`src/rtl/interrupt_request_gen.sv`:
```
// Interrupt requester: sticky masked IRQ status driving IRQ_L, plus a timed NMI_L pulse generator.
// Define INTGEN_NMI_QUEUE_EN to hold one NMI that arrives while a pulse or gap is in progress.
module interrupt_request_gen #(
    parameter int IRQ_W            = 8,
    parameter int NMI_PULSE_CYCLES = 4,
    parameter int NMI_GAP_CYCLES   = 4
) (
    input  logic             fclk,
    input  logic             RES_L,
    input  logic [IRQ_W-1:0] irq_src,
    input  logic [2:0]       nmi_src,
    input  logic             cs,
    input  logic             we,
    input  logic [2:0]       addr,
    input  logic [7:0]       wdata,
    output logic [7:0]       rdata,
    output logic             IRQ_L,
    output logic             NMI_L
);

    localparam int CNT_MAX = (NMI_PULSE_CYCLES > NMI_GAP_CYCLES) ? NMI_PULSE_CYCLES : NMI_GAP_CYCLES;
    localparam int CNT_W   = $clog2(CNT_MAX);
    localparam logic [CNT_W-1:0] PULSE_LD = CNT_W'(NMI_PULSE_CYCLES - 1);
    localparam logic [CNT_W-1:0] GAP_LD   = CNT_W'(NMI_GAP_CYCLES - 1);

    localparam logic [1:0] ST_IDLE   = 2'd0;
    localparam logic [1:0] ST_ASSERT = 2'd1;
    localparam logic [1:0] ST_GAP    = 2'd2;

    logic [IRQ_W-1:0] irq_prev, irqen, irqst;
    logic [IRQ_W-1:0] irq_event, irq_w1c, irq_frc;
    logic [2:0]       nmi_prev, nmien, nmist, nmi_event;
    logic             wr, rd, nmi_res, nmi_fire;
    logic             start_req, gap_req;
    logic [7:0]       rd_val;
    logic [1:0]       state;
    logic [CNT_W-1:0] cnt;

    assign wr        = cs & we;
    assign rd        = cs & ~we;
    assign irq_event = irq_src & ~irq_prev;
    assign nmi_event = nmi_src & ~nmi_prev;
    assign irq_w1c   = (wr && addr == 3'd1) ? wdata[IRQ_W-1:0] : '0;
    assign irq_frc   = (wr && addr == 3'd4) ? wdata[IRQ_W-1:0] : '0;
    assign nmi_res   = wr && addr == 3'd3;
    assign nmi_fire  = |(nmi_event & nmien);

`ifdef INTGEN_NMI_QUEUE_EN
    logic queued, q_keep, nmien_clr;

    // Writing NMIEN=0 discards a waiting NMI; a fire in the same cycle still queues.
    assign nmien_clr = wr && addr == 3'd2 && wdata[2:0] == 3'd0;
    assign q_keep    = queued & ~nmien_clr;
    assign start_req = nmi_fire | q_keep;
    assign gap_req   = nmi_fire | q_keep;

    always_ff @(posedge fclk or negedge RES_L) begin
        if (!RES_L)
            queued <= 1'b0;
        else if (state == ST_IDLE || (state == ST_GAP && cnt == '0))
            queued <= 1'b0;
        else
            queued <= q_keep | nmi_fire;
    end
`else
    assign start_req = nmi_fire;
    assign gap_req   = 1'b0;
`endif

    always_comb begin
        rd_val = '0;
        case (addr)
            3'd0:    rd_val = 8'(irqen);
            3'd1:    rd_val = 8'(irqst);
            3'd2:    rd_val = {5'b0, nmien};
            3'd3:    rd_val = {5'b0, nmist};
            default: rd_val = '0;
        endcase
    end

    // Event sets always override a same-cycle clear of the same bit.
    always_ff @(posedge fclk or negedge RES_L) begin
        if (!RES_L) begin
            irq_prev <= '0;
            nmi_prev <= '0;
            irqen    <= '0;
            irqst    <= '0;
            nmien    <= '0;
            nmist    <= '0;
            rdata    <= '0;
            IRQ_L    <= 1'b1;
        end else begin
            irq_prev <= irq_src;
            nmi_prev <= nmi_src;
            irqst    <= (irqst & ~irq_w1c) | irq_frc | irq_event;
            nmist    <= (nmi_res ? 3'b000 : nmist) | nmi_event;
            IRQ_L    <= ~|(irqst & irqen);
            if (wr && addr == 3'd0)
                irqen <= wdata[IRQ_W-1:0];
            if (wr && addr == 3'd2)
                nmien <= wdata[2:0];
            if (rd)
                rdata <= rd_val;
        end
    end

    always_ff @(posedge fclk or negedge RES_L) begin
        if (!RES_L) begin
            state <= ST_IDLE;
            cnt   <= '0;
            NMI_L <= 1'b1;
        end else begin
            case (state)
                ST_IDLE: begin
                    if (start_req) begin
                        state <= ST_ASSERT;
                        NMI_L <= 1'b0;
                        cnt   <= PULSE_LD;
                    end
                end
                ST_ASSERT: begin
                    if (cnt == '0) begin
                        state <= ST_GAP;
                        NMI_L <= 1'b1;
                        cnt   <= GAP_LD;
                    end else begin
                        cnt <= cnt - CNT_W'(1);
                    end
                end
                ST_GAP: begin
                    if (cnt != '0) begin
                        cnt <= cnt - CNT_W'(1);
                    end else if (gap_req) begin
                        // Back-to-back pulse: the gap is exactly NMI_GAP_CYCLES long.
                        state <= ST_ASSERT;
                        NMI_L <= 1'b0;
                        cnt   <= PULSE_LD;
                    end else begin
                        state <= ST_IDLE;
                    end
                end
                default: begin
                    state <= ST_IDLE;
                    NMI_L <= 1'b1;
                    cnt   <= '0;
                end
            endcase
        end
    end

endmodule

```
`config.mk`:
```
export PLATFORM = sky130hd
export DESIGN_NAME = interrupt_request_gen
export DESIGN_NICKNAME = d
export VERILOG_FILES = /design/src/rtl/interrupt_request_gen.sv
export SDC_FILE = /design/constraint.sdc
export NUM_CORES = 1
export LEC_CHECK = 0
export CORE_ASPECT_RATIO = 1.4
export CORE_MARGIN = 4
export CORE_UTILIZATION = 45
export CTS_BUF_LIST = sky130_fd_sc_hd__clkbuf_16
export CTS_CLUSTER_DIAMETER = 80
export DETAILED_ROUTE_END_ITERATION = 8
export PLACE_DENSITY = 0.75
export SETUP_SLACK_MARGIN = 0.02
export SLEW_MARGIN = 20
export SYNTH_ARGS = -nofsm -noshare
export SYNTH_HDL_FRONTEND = slang
export SYNTH_SLANG_ARGS = --single-unit
```
`constraint.sdc`:
```
create_clock -name fclk -period 1.5 [get_ports fclk]
set_input_delay 0.15 -clock fclk [delete_from_list [all_inputs] [get_ports fclk]]
set_output_delay 0.15 -clock fclk [all_outputs]
set_load 0.05 [all_outputs]
```
* After elaboration in Yosys (flattened, before gate mapping)
Index checks and enable logic that the tools add are counted.
Widths: inputs -> output; s select.
** Word-level totals
- Register bits :: 47
- Input port bits :: 26
** Operators by class
- Add/sub/neg operators :: 1
- Eq/ne operators :: 10
- Multiplexer cells :: 15
- Bitwise gates (word level) :: 15
- Reductions and logical operators :: 15
** Operators by type and width (count)
- $pmux 8 s4 :: 1
- $and 8x8->8 :: 3
- $mux 8 :: 2
- $not 8->8 :: 2
- $or 8x8->8 :: 2
- $mux 2 :: 6
- $pmux 2 s3 :: 2
- $ne 2x2->1 const B :: 4
- $reduce_or 8->1 :: 1
- $and 3x3->3 :: 2
- $eq 3x2->1 const B :: 2
- $reduce_and 3->1 :: 2
- $logic_and 1x1->1 :: 5
- $logic_not 2->1 :: 2
- $eq 3x1->1 const B :: 1
- $eq 3x3->1 const B :: 1
- $logic_not 3->1 :: 1
- $mux 3 :: 1
- $not 3->3 :: 1
- $or 3x3->3 :: 1
- $pmux 1 s3 :: 1
- $reduce_or 3->1 :: 1
- $and 1x1->1 :: 2
- $eq 2x1->1 const B :: 1
- 7 further kinds :: 9

* Longest topological paths before layout
- Depth after elaboration :: 7
- Depth in mapped cells :: 5
- Mapped depth without buffers :: 5

* Worst setup path before layout
Ideal clock, no wire load.
- Path kind :: input port to flip-flop
- Start point :: in addr[1]
- End point :: reg irqst[0]
- Setup time :: 0.126 ns
- Arrival time :: 1.203 ns
- Data required time :: 1.374 ns
- Setup slack :: 0.171 ns
- Cell stages on the path :: 4
- Cell sequence :: buf_6 -> or4b_1 -> buf_2 -> a221o_1
** Between the ends
- Word-level cells in the longest chain between the ends :: 7
- Elaborated cells between the ends (all ways) :: 10
- Classes of those cells :: 2 x eq/ne; 2 x mux; 4 x bitwise; 2 x reduce/logical
** Ends and longest elaborated chain
- start: declaration :: RTL line 14 : input logic [2:0] addr,
- $eq 3x1->1 :: RTL line 43 : assign irq_w1c = (wr && addr == 3'd1) ? wdata[IRQ_W-1:0] : '0;
- $logic_and 1x1->1 :: RTL line 43
- $mux 8 :: RTL line 43
- $not 8->8 :: RTL line 95 : irqst <= (irqst & ~irq_w1c) | irq_frc | irq_event;
- $and 8x8->8 :: RTL line 95
- $or 8x8->8 * (2 in series) :: RTL line 95
- end signal: assignment :: RTL line 95
- end: declaration :: RTL line 30 : logic [IRQ_W-1:0] irq_prev, irqen, irqst;
Every way passes the cells marked *; elsewhere a longest branch is shown, timed or not.
A chain may end at the register's enable or synchronous reset.

* Worst setup path after layout
- Start point :: in cs
- End point :: reg nmien[1]
** Between the ends
- Word-level cells in the longest chain between the ends :: 2
** Ends and longest elaborated chain
- start: declaration :: RTL line 12 : input logic cs,
- $and 1x1->1 :: RTL line 39 : assign wr = cs & we;
- $logic_and 1x1->1 :: RTL line 100 : if (wr && addr == 3'd2)
- end signal: assignment :: RTL line 101 : nmien <= wdata[2:0];
- end: declaration :: RTL line 32 : logic [2:0] nmi_prev, nmien, nmist, nmi_event;
No other way between the ends.

==> metrics <==
status=completed; fmax=694 MHz; Worst Hold Path EP=irq_prev[0]; Synth Instances=165; sequential area share after synthesis=0.573; Routed WL=4.29 mm; post-DR wirelength/cell=15.7 um; area of the die=0.00573 mm^2; number of synthesized register bits=47; global placement routability congestion=0.794; Clock Pin Slew Worst Setup and Hold Paths=0.06 ns; Skew-Pair Late Insertion Delay=0.28 ns; initial antenna violation count=0; core box area=0.00431 mm^2; Final ANT Viol Nets=0; via count=1455; Non-Filler Instances=273; critical path endpoint category=flop; max cap viols=0; dpl cell area=0.00253 mm^2; final setup vio count=0; nets=240; fill count=346; root buffer cell=clkbuf_16; drc violations=0; Crit path required time=1.67 ns; Pleak=1.26 nW; RSZ-0062 raised after global routing=true; vias in the first global route=1539; reg2reg setup slack=0.15 ns; IO Count=36; Avg Cell Area, Syn=12.5 um^2; origin of the critical flop-to-flop path=cnt[0]; Post-synth top flop=dfrtp_1; Critical path buffers and inverters=3; initial core utilization=0.477; pwr dens=1390 mW/mm^2; Worst Skew=0.00288 ns; worst setup margin=0.0582 ns; Slew Viols, Final=0; crit path time final=1.44 ns; Startpoint Class=primary input; cts bufs inserted=5; cell internal pwr=2.71 mW; CP startpoint=cs; FF-to-FF End=NMI_L; Hold Path Class=primary input to flop; pre-CTS setup slack=-0.427 ns; Unique masters post-synth=33; Register-to-Register Path Depth=5; GR Overflow Total=0; Setup CP Type=primary input to flop; Gate power share=0.245; Clock power frac=0.322; Fin. Hold Viols=0; clk sinks=47; share of cells above drive strength 1=0.230; Async SR Flop Fraction=1.00; crit-path most repeated cell=buf_4; DRT Pass-1 Iters=4; num rows=28; EDFF count, synth=0; initial drt markers=93; Antenna Cells=0; CP max stage cell=clkdlybuf4s50_1; largest net degree at the start of global routing=28; Crit Path Max Fanout=4; Worst Path Arrival=1.61 ns; Final Cycle Share=0.961; Mapped Nets=193; crit-path cells=clkdlybuf4s50_1 > nand2_2 > buf_4 > nor4b_4 > buf_4 > mux2_2; number of synthesis warnings=0; DP HPWL=3.28 mm; Clock Path Buffers=2; Port Buffers=35; Netlist Area Pre-Place=0.00206 mm^2; H-tree depth=2; Worst path max stage delay=0.49 ns; Hold Startpoint=irq_src[0]; final instance area=0.00273 mm^2; gr usage total=0.167; Hold Path Cell Cnt=1; placed insts=264; Area growth syn-to-layout=32.6%; vias per cell=5.33; Rel. slew slack=0.661; Die Span X=65.1 um; Switch Pwr=1.09 mW; Total Power=3.80 mW; fin util=0.633; first-pass GRT wire length=7.18 mm; maximum vdd drop=0.000745 V; CTS tree=built; worst-margin pin slew=0.506 ns; delay-heaviest family, CP=buffers and inverters; Sw Ratio=0.287; Die Span Y=88.0 um; Seq pwr share=0.434
==> per-layer routing <==
layer | wire length, um | track usage
met3 | 177 | 0.0488
met4 | 78 | 0.0660
met5 | 0 | 0
met1 | 1790 | 0.187
met2 | 2240 | 0.297
==> layout by cell type, fill, tap and decap left out, types with 3 or more instances in the layout <==
| master | count |
|---|---|
| mux4_2 | 3 |
| a22oi_1 | 4 |
| dfrtp_1 | 45 |
| clkdlybuf4s50_1 | 24 |
| inv_1 | 21 |
| a221o_1 | 8 |
| nor2_1 | 3 |
| nand3b_1 | 3 |
| a22o_1 | 6 |
| buf_4 | 15 |
| mux2i_1 | 5 |
| mux2_2 | 11 |
| o22ai_1 | 8 |
| clkbuf_16 | 5 |
| a21oi_1 | 3 |
| nand2_1 | 10 |
| o21ai_0 | 9 |
| buf_12 | 3 |
==> cell type report <==
| type | instances | area [um^2] | share of cell area |
|---|---|---|---|
| inverters | 21 | 78.8 | 0.0289 |
| repair buffers | 45 | 439 | 0.161 |
| clock buffers | 5 | 125 | 0.0459 |
| well taps | 60 | 75.1 | 0.0275 |
| flip-flops and latches | 47 | 1180 | 0.432 |
| multi-input cells | 92 | 791 | 0.290 |
| clock inverters | 3 | 38.8 | 0.0142 |
==> registers in the layout, indices dropped and copies added, names as in the netlist <==
signal and cells:
rdata 8, NMI_L 1, nmi_prev 3, irq_prev 8
irqen 8, cnt 2, state 2, IRQ_L 1
nmist 3, nmien 3, irqst 8
==> timing repair <==
item,CTS,global route
hold endpoints to repair,20,0
cloned,0,0
setup buffers,0,0
endpoints found under the setup margin,8,11
gates resized for setup,2,2
hold buffers,1,0
==> cells by family after synthesis <==
logic type,Yosys count,synth area share
flip-flops,47,0.573
AO/OA/AOI/OAI,42,0.150
AND/OR/NAND/NOR,29,0.0950
buffers and inverters,26,0.0523
multiplexers,19,0.117
adder cells (fa/ha/maj),2,0.0122
==> worst register-to-register path: stages (launching register included) <==
cell	delay, ns
dfrtp_1	0.37
inv_1	0.09
ha_1	0.29
or2_2	0.30
a21oi_1	0.17
a21oi_1	0.06
==> synthesized netlist by cell type, types with 3 or more instances <==
cell      count  share of area
nand2_1      10          0.018
inv_1        21          0.038
nor2_1        3         0.0055
mux2_2       11          0.060
a22o_1        6          0.026
a221o_1       8          0.039
dfrtp_1      45           0.55
o21ai_0       9          0.022
nand3b_1      3          0.011
mux4_2        3          0.033
o22ai_1       8          0.024
a22oi_1       4          0.015
mux2i_1       5          0.024
a21oi_1       3         0.0073
==> how the worst max path moves through the flow <==
stage | slack, ns | cells past startpoint | to
3_5_place_dp | -0.43 | 5 | irqst[3]
2_1_floorplan | 0.17 | 4 | irqst[0]
5_1_grt | 0.02 | 5 | irqen[4]
3_3_place_gp | -0.34 | 5 | irqst[4]
6_report | 0.06 | 6 | nmien[1]
4_1_cts | 0.01 | 6 | nmien[1]
==> power groups by stage <==
stage               clock (mW)  combinational, mW  sequential, mW
floorplan                    0              0.482            1.74
finish                    1.22              0.930            1.65
CTS                       1.24              0.934            1.65
global route              1.30               1.01            1.67
global placement             0              0.867            1.65
detailed placement           0              0.923            1.67
==> per-stage QoR <==
stage               hold slack (ns)  setup TNS [ns]
global route                  0.325               0
finish                        0.330               0
global placement              0.127           -5.35
floorplan                    -0.146               0
CTS                           0.328               0
detailed placement            0.143           -6.36
(Power assumes the default switching activity.)
